## src/rtl/iris_argmax.sv

```systemverilog
// Output-layer argmax: captures NUM_CLASSES signed scores on Start, scans them
// one per cycle, and holds winner/score/margin on a valid/ack handshake.
module iris_argmax #(
  parameter int DATA_WIDTH  = 8,
  parameter int NUM_CLASSES = 3,
  parameter int CLASS_W     = 2,
  parameter int MARGIN_TH   = 0
) (
  input  logic                                     clk,
  input  logic                                     rst,
  input  logic                                     En,
  input  logic                                     Start,
  input  logic [NUM_CLASSES*(DATA_WIDTH+6)-1:0]    Y_in,
  input  logic                                     Ack,
  output logic                                     Valid,
  output logic [CLASS_W-1:0]                       Class,
  output logic signed [DATA_WIDTH+5:0]             Score,
  output logic [DATA_WIDTH+6:0]                    Margin,
  output logic                                     LowConf,
  output logic                                     Busy,
  output logic                                     Overrun
);
  localparam int SW = DATA_WIDTH + 6;
  localparam int MW = DATA_WIDTH + 7;
  localparam logic [CLASS_W-1:0] LAST = CLASS_W'(NUM_CLASSES - 1);
  localparam logic signed [SW-1:0] MOST_NEG = {1'b1, {(SW-1){1'b0}}};

  typedef enum logic [1:0] {S_IDLE, S_COMPARE, S_RESULT, S_HOLD} state_t;

  state_t                    r_state, w_next;
  logic signed [SW-1:0]      r_score [NUM_CLASSES];
  logic signed [SW-1:0]      r_best, r_second;
  logic [CLASS_W-1:0]        r_best_idx, r_idx;
  logic signed [SW-1:0]      w_s;
  logic [MW-1:0]             w_margin;
  logic signed [31:0]        w_margin_ext;
  logic                      w_lowconf;

  assign w_s          = r_score[r_idx];
  // Both operands sign-extended by one bit, so the difference can never wrap.
  assign w_margin     = {r_best[SW-1], r_best} - {r_second[SW-1], r_second};
  assign w_margin_ext = 32'(w_margin);
  assign w_lowconf    = (w_margin_ext <= MARGIN_TH);
  assign Busy         = (r_state != S_IDLE);

  always_ff @(posedge clk or negedge rst) begin
    if (!rst)    r_state <= S_IDLE;
    else if (En) r_state <= w_next;
  end

  always_comb begin
    w_next = r_state;
    case (r_state)
      S_IDLE:    if (Start) w_next = S_COMPARE;
      S_COMPARE: if (r_idx == LAST) w_next = S_RESULT;
      S_RESULT:  w_next = S_HOLD;
      S_HOLD:    if (Ack) w_next = S_IDLE;
      default:   w_next = S_IDLE;
    endcase
  end

  always_ff @(posedge clk or negedge rst) begin
    if (!rst) begin
      for (int k = 0; k < NUM_CLASSES; k++) r_score[k] <= '0;
      r_best     <= '0;
      r_second   <= '0;
      r_best_idx <= '0;
      r_idx      <= '0;
      Valid      <= 1'b0;
      Class      <= '0;
      Score      <= '0;
      Margin     <= '0;
      LowConf    <= 1'b0;
      Overrun    <= 1'b0;
    end else if (En) begin
      // A Start outside IDLE is dropped but remembered until reset.
      if (Start && r_state != S_IDLE) Overrun <= 1'b1;
      case (r_state)
        S_IDLE: if (Start) begin
          for (int k = 0; k < NUM_CLASSES; k++) r_score[k] <= Y_in[k*SW +: SW];
          r_best     <= Y_in[SW-1:0];
          r_best_idx <= '0;
          r_second   <= MOST_NEG;
          r_idx      <= CLASS_W'(1);
        end
        S_COMPARE: begin
          if (w_s > r_best) begin
            r_second   <= r_best;
            r_best     <= w_s;
            r_best_idx <= r_idx;
          end else if (w_s > r_second) begin
            r_second <= w_s;
          end
          if (r_idx != LAST) r_idx <= r_idx + CLASS_W'(1);
        end
        S_RESULT: begin
          Margin  <= w_margin;
          Class   <= r_best_idx;
          Score   <= r_best;
          LowConf <= w_lowconf;
          Valid   <= 1'b1;
        end
        S_HOLD: if (Ack) Valid <= 1'b0;
        default: ;
      endcase
    end
  end
endmodule

```

## config.mk

```make
export PLATFORM = sky130hd
export DESIGN_NAME = iris_argmax
export DESIGN_NICKNAME = d
export VERILOG_FILES = /design/src/rtl/iris_argmax.sv
export SDC_FILE = /design/constraint.sdc
export NUM_CORES = 1
export LEC_CHECK = 0
export ABC_CLOCK_PERIOD_IN_PS = 9020
export BUFFER_PORTS_ARGS = -buffer_cell sky130_fd_sc_hd__buf_2
export CAP_MARGIN = 5
export CORE_MARGIN = 4
export CORE_UTILIZATION = 35
export CTS_BUF_LIST = sky130_fd_sc_hd__clkbuf_16
export DETAILED_ROUTE_END_ITERATION = 8
export HOLD_SLACK_MARGIN = 0.06
export PLACE_DENSITY = 0.5
export SETUP_SLACK_MARGIN = 0.15
export SLEW_MARGIN = 20
export SYNTH_ARGS = -nofsm -noshare
export SYNTH_HDL_FRONTEND = slang
export SYNTH_SLANG_ARGS = --single-unit
```

## constraint.sdc

```tcl
create_clock -name clk -period 9.02 [get_ports clk]
set_input_delay 1.353 -clock clk [delete_from_list [all_inputs] [get_ports clk]]
set_output_delay 1.353 -clock clk [all_outputs]
set_load 0.02 [all_outputs]
```

==> results summary <==
The largest buffer count on any clock path came out at 2. The detailed router finished its first iteration with between 150 and 200 violations. The total count of hold-check failures in the final report is 0. The synthesized instance count came out at between 600 and 700.

The synthesized netlist devotes ~16% of its cell area to compound gates. The net total in the final layout came out at 808. The Yosys warning count is 0.

The most frequent cell after synthesis is sky130_fd_sc_hd__dfrtp_1. The area enclosed by the die boundary is 20,480 µm². The worst path uses a little under three fifths of the clock period. The H-tree was split into 3 levels. Setup repair after global routing left no endpoint under its margin. The count of unresolved DRC violations after routing came out at 0. The pin count of the biggest net entering global routing came out at between 80 and 90. Of the cells placed in the final design, the portion with a size suffix greater than 1 is a little under a quarter. The number of enable-type register cells in the synthesized netlist is 0. The number of fillers in the final layout is 1,802.

Traced cell by cell, the critical path runs through nor2_1, nand2_1, o21ai_0, ha_1, nand4_1, o21bai_1, a311o_1, and3b_1, o31ai_4, o41ai_4, buf_6, mux2_4. The type of origin of the critical path is a flip-flop. After synthesis the netlist holds a flip-flop and latch count of 110.

The area overhead of the layout relative to synthesis came out at 14.06%. For the worst setup path, the data arrival time is 5.23 ns. The share of the synthesized netlist area taken by xor and xnor gates came out at 0.6853%. The share of the core filled with cells in the final layout came out at 40.57%.

The number of buffers inserted to repair setup after CTS is 0. By area the synthesized netlist is led by sky130_fd_sc_hd__dfrtp_1 43%, sky130_fd_sc_hd__ha_1 9.6%, sky130_fd_sc_hd__mux2_2 9.5%. The category of the critical setup timing path is flip-flop to flip-flop. The clock drives 110 sinks. The CTS clock-pin slew for the worst setup and hold paths came out at 0.07 ns. The via count of the first global-routing pass came to between 4,000 and 5,000. The floorplan core area came out at between 15,000 and 20,000 µm². The first detailed-routing pass took 4 iterations.

The cell area that synthesis handed to floorplanning was 6390 µm². In this run, post-CTS hold repair placed 0 buffers. On the critical path, the stage with the largest delay is an instance of sky130_fd_sc_hd__o31ai_4.

The slew at the pin with the worst max-slew slack came out at approximately 1.0 ns. The post-synthesis simple-gate area fraction came out at between 10% and 20%. The clock network latency to the later pin of the worst-skew pair came out at 0.36 ns.

For this run, the leading register cell type out of synthesis is sky130_fd_sc_hd__dfrtp_1. The via density per instance came out at ~5.1. The floorplan step set the die height to 143.1 µm.

The sort of element at the end of the critical path is a flip-flop. The average wire length per cell after detail routing is 16.32 µm. The total congestion overflow after global routing is 0. The first global-routing pass estimated roughly 26,000 µm of wire. The average instance area after synthesis is 9.922 µm². The synthesized netlist net count came out at 741. The floorplan has 49 rows.

The synthesized netlist devotes 9.908% of its cell area to adder and majority cells. The setup TNS came out at 0 ns. The main combinational cell family by area after synthesis is compound AO/OA/AOI/OAI gates. The peak per-stage delay on the critical path is 0.92 ns. The worst-case IR drop observed on VDD is ~160 µV. The overall track demand over capacity in global routing is 15.77%. The count of nets left with antenna violations after detail routing came out at 0. The top achievable clock speed is 200.7 MHz. In this run the power density over the cells is 432.9 nW/µm².

The setup skew after layout came out at 0.01064 ns. Buffers placed on the I/O ports in this run total 81. The congestion estimate from routability-driven global placement came to 0.8943. The share of synthesized area spent on multiplexers came out at 14.29%.

The total setup violations reported at the end of the flow came out at 0. The post-layout minimum cycle time came out at 4.983 ns. In the synthesized netlist, the cells that appear most often are 110 x sky130_fd_sc_hd__dfrtp_1, 87 x sky130_fd_sc_hd__nand2_1, 72 x sky130_fd_sc_hd__o21ai_0, 54 x sky130_fd_sc_hd__mux2_2, 53 x sky130_fd_sc_hd__inv_1. The critical-path maximum fanout is 21. The initial core utilization is 35.57%.

The portion of the post-synthesis area used by sequential elements came out at 43.08%. The post-detailed-placement half-perimeter wirelength came out at 12,140 µm. The data required time of the critical path came out at 9.27 ns.

The TritonCTS clock tree is yes. The share of synthesized area in the top cell type comes to 43.08%. The number of inserted diodes came out at 0.

Clock tree synthesis selected as its root buffer the cell sky130_fd_sc_hd__clkbuf_16. The count of distinct cell types in the synthesized netlist came out at 53. sky130_fd_sc_hd__dfrtp_1 takes more of the synthesized area than any other cell. The I/O pin count came out at 82. The via count is 4,827. Max-cap violations in this run came to 0. The max-slew headroom at the worst pin is 32.73%. Of all flip-flops after synthesis, the portion carrying an async set or reset was 100.0%. The flow ran to the end, and the final reports show no timing, DRC or antenna violations. The total detailed-routing wirelength is 15,410 µm. The die extent in x is 143.1 µm. The number of gates resized after CTS is 0. In this run the worst hold path is classified as flip-flop to flip-flop. The max-slew violation count came to 0. The leakage power summed over all cells came out at 3.447 nW. The total CTS buffers is 9. The number of antenna violations at the first check in global routing is 0.
## worst max-delay path, delay by kind of cell (launching register included)
| family | cells | cell delay (ns) |
|---|---|---|
| AO/OA/AOI/OAI | 5 | 1.96 |
| flip-flops | 1 | 0.91 |
| AND/OR/NAND/NOR | 4 | 1.04 |
| multiplexers | 1 | 0.29 |
| adder cells (fa/ha/maj) | 1 | 0.40 |
| buffers and inverters | 1 | 0.25 |
## flip-flops by register name, summed over array words and instances, names as in the netlist
register / count
Class: 2
LowConf: 1
Margin: 15
Overrun: 1
Score: 14
Valid: 1
r_best: 14
r_best_idx: 2
r_idx: 2
r_score: 42
r_second: 14
r_state: 2
## per-stage QoR
step | worst slack, ns | cell area [µm²] | hold WS [ns] | power [mW] | std cells
finish | 4.037 | 7288 | 0.4752 | 3.155 | 944
global route | 3.658 | 7288 | 0.5028 | 3.461 | 944
detailed placement | 4.021 | 6983 | 0.4677 | 2.770 | 928
global placement | 4.156 | 6983 | 0.4543 | 2.743 | 928
floorplan | 5.644 | 6390 | 0.4444 | 2.310 | 644
CTS | 4.000 | 7262 | 0.4848 | 3.166 | 943
## path summary, 6_finish.rpt
path | start | endpoint | slack [ns] | depth (start not counted)
hold / removal | Score[6] | Score[6] | 0.48 | 2
min in group asynchronous | rst | Margin[9] | 0.91 | 1
hold reg to reg | Score[6] | Score[6] | 0.48 | 2
setup / recovery | r_idx[1] | r_second[11] | 4.04 | 12
setup reg to reg | r_idx[1] | r_second[11] | 4.04 | 12
max in group asynchronous | rst | r_state[1] | 7.04 | 2
## area by class of cell
cell class	count	area (µm²)	area share [%]
clock buffers	9	225.2	3.090
clock inverters	6	53.80	0.7382
inverters	53	198.9	2.730
multi-input cells	452	3326	45.63
flip-flops and latches	110	2753	37.77
well taps	229	286.5	3.931
repair buffers	85	445.4	6.112
## report_power, final
group	internal, mW	switching (mW)
Sequential	0.714	0.163
Clock	0.191	0.191
Combinational	0.786	1.11
## per-layer routing
layer / track usage (%) / vias to the layer above / part of all wire, %
li1: - / 2409 / -
met1: 22.93 / 2284 / 50
met2: 23.52 / 112 / 43
met3: 3.751 / 22 / 5.2
met4: 4.402 / 0 / 1.6
met5: 0 / - / 0
## layout by cell type (no fill, tap or decap), drive strengths merged, types with 4 or more instances in the layout
master  instances
nor3           20
nor2b           9
xnor2           4
nand4           7
mux2           63
dfrtp         110
nand2          87
buf            85
o31a            5
a21oi          27
o21ai          72
a211oi         14
clkbuf          9
mux2i          17
nor2           12
o31ai           7
nand3           6
inv            56
and2            4
ha             49
o21a            6
## cells by family (layout without fill, tap and decap cells)
| family | Yosys count | count (layout) |
|---|---|---|
| adder cells (fa/ha/maj) | 50 | 50 |
| flip-flops | 110 | 110 |
| XOR/XNOR | 5 | 5 |
| AND/OR/NAND/NOR | 159 | 159 |
| buffers and inverters | 82 | 153 |
| multiplexers | 80 | 80 |
| AO/OA/AOI/OAI | 158 | 158 |
Power figures use the tool's default switching activity.
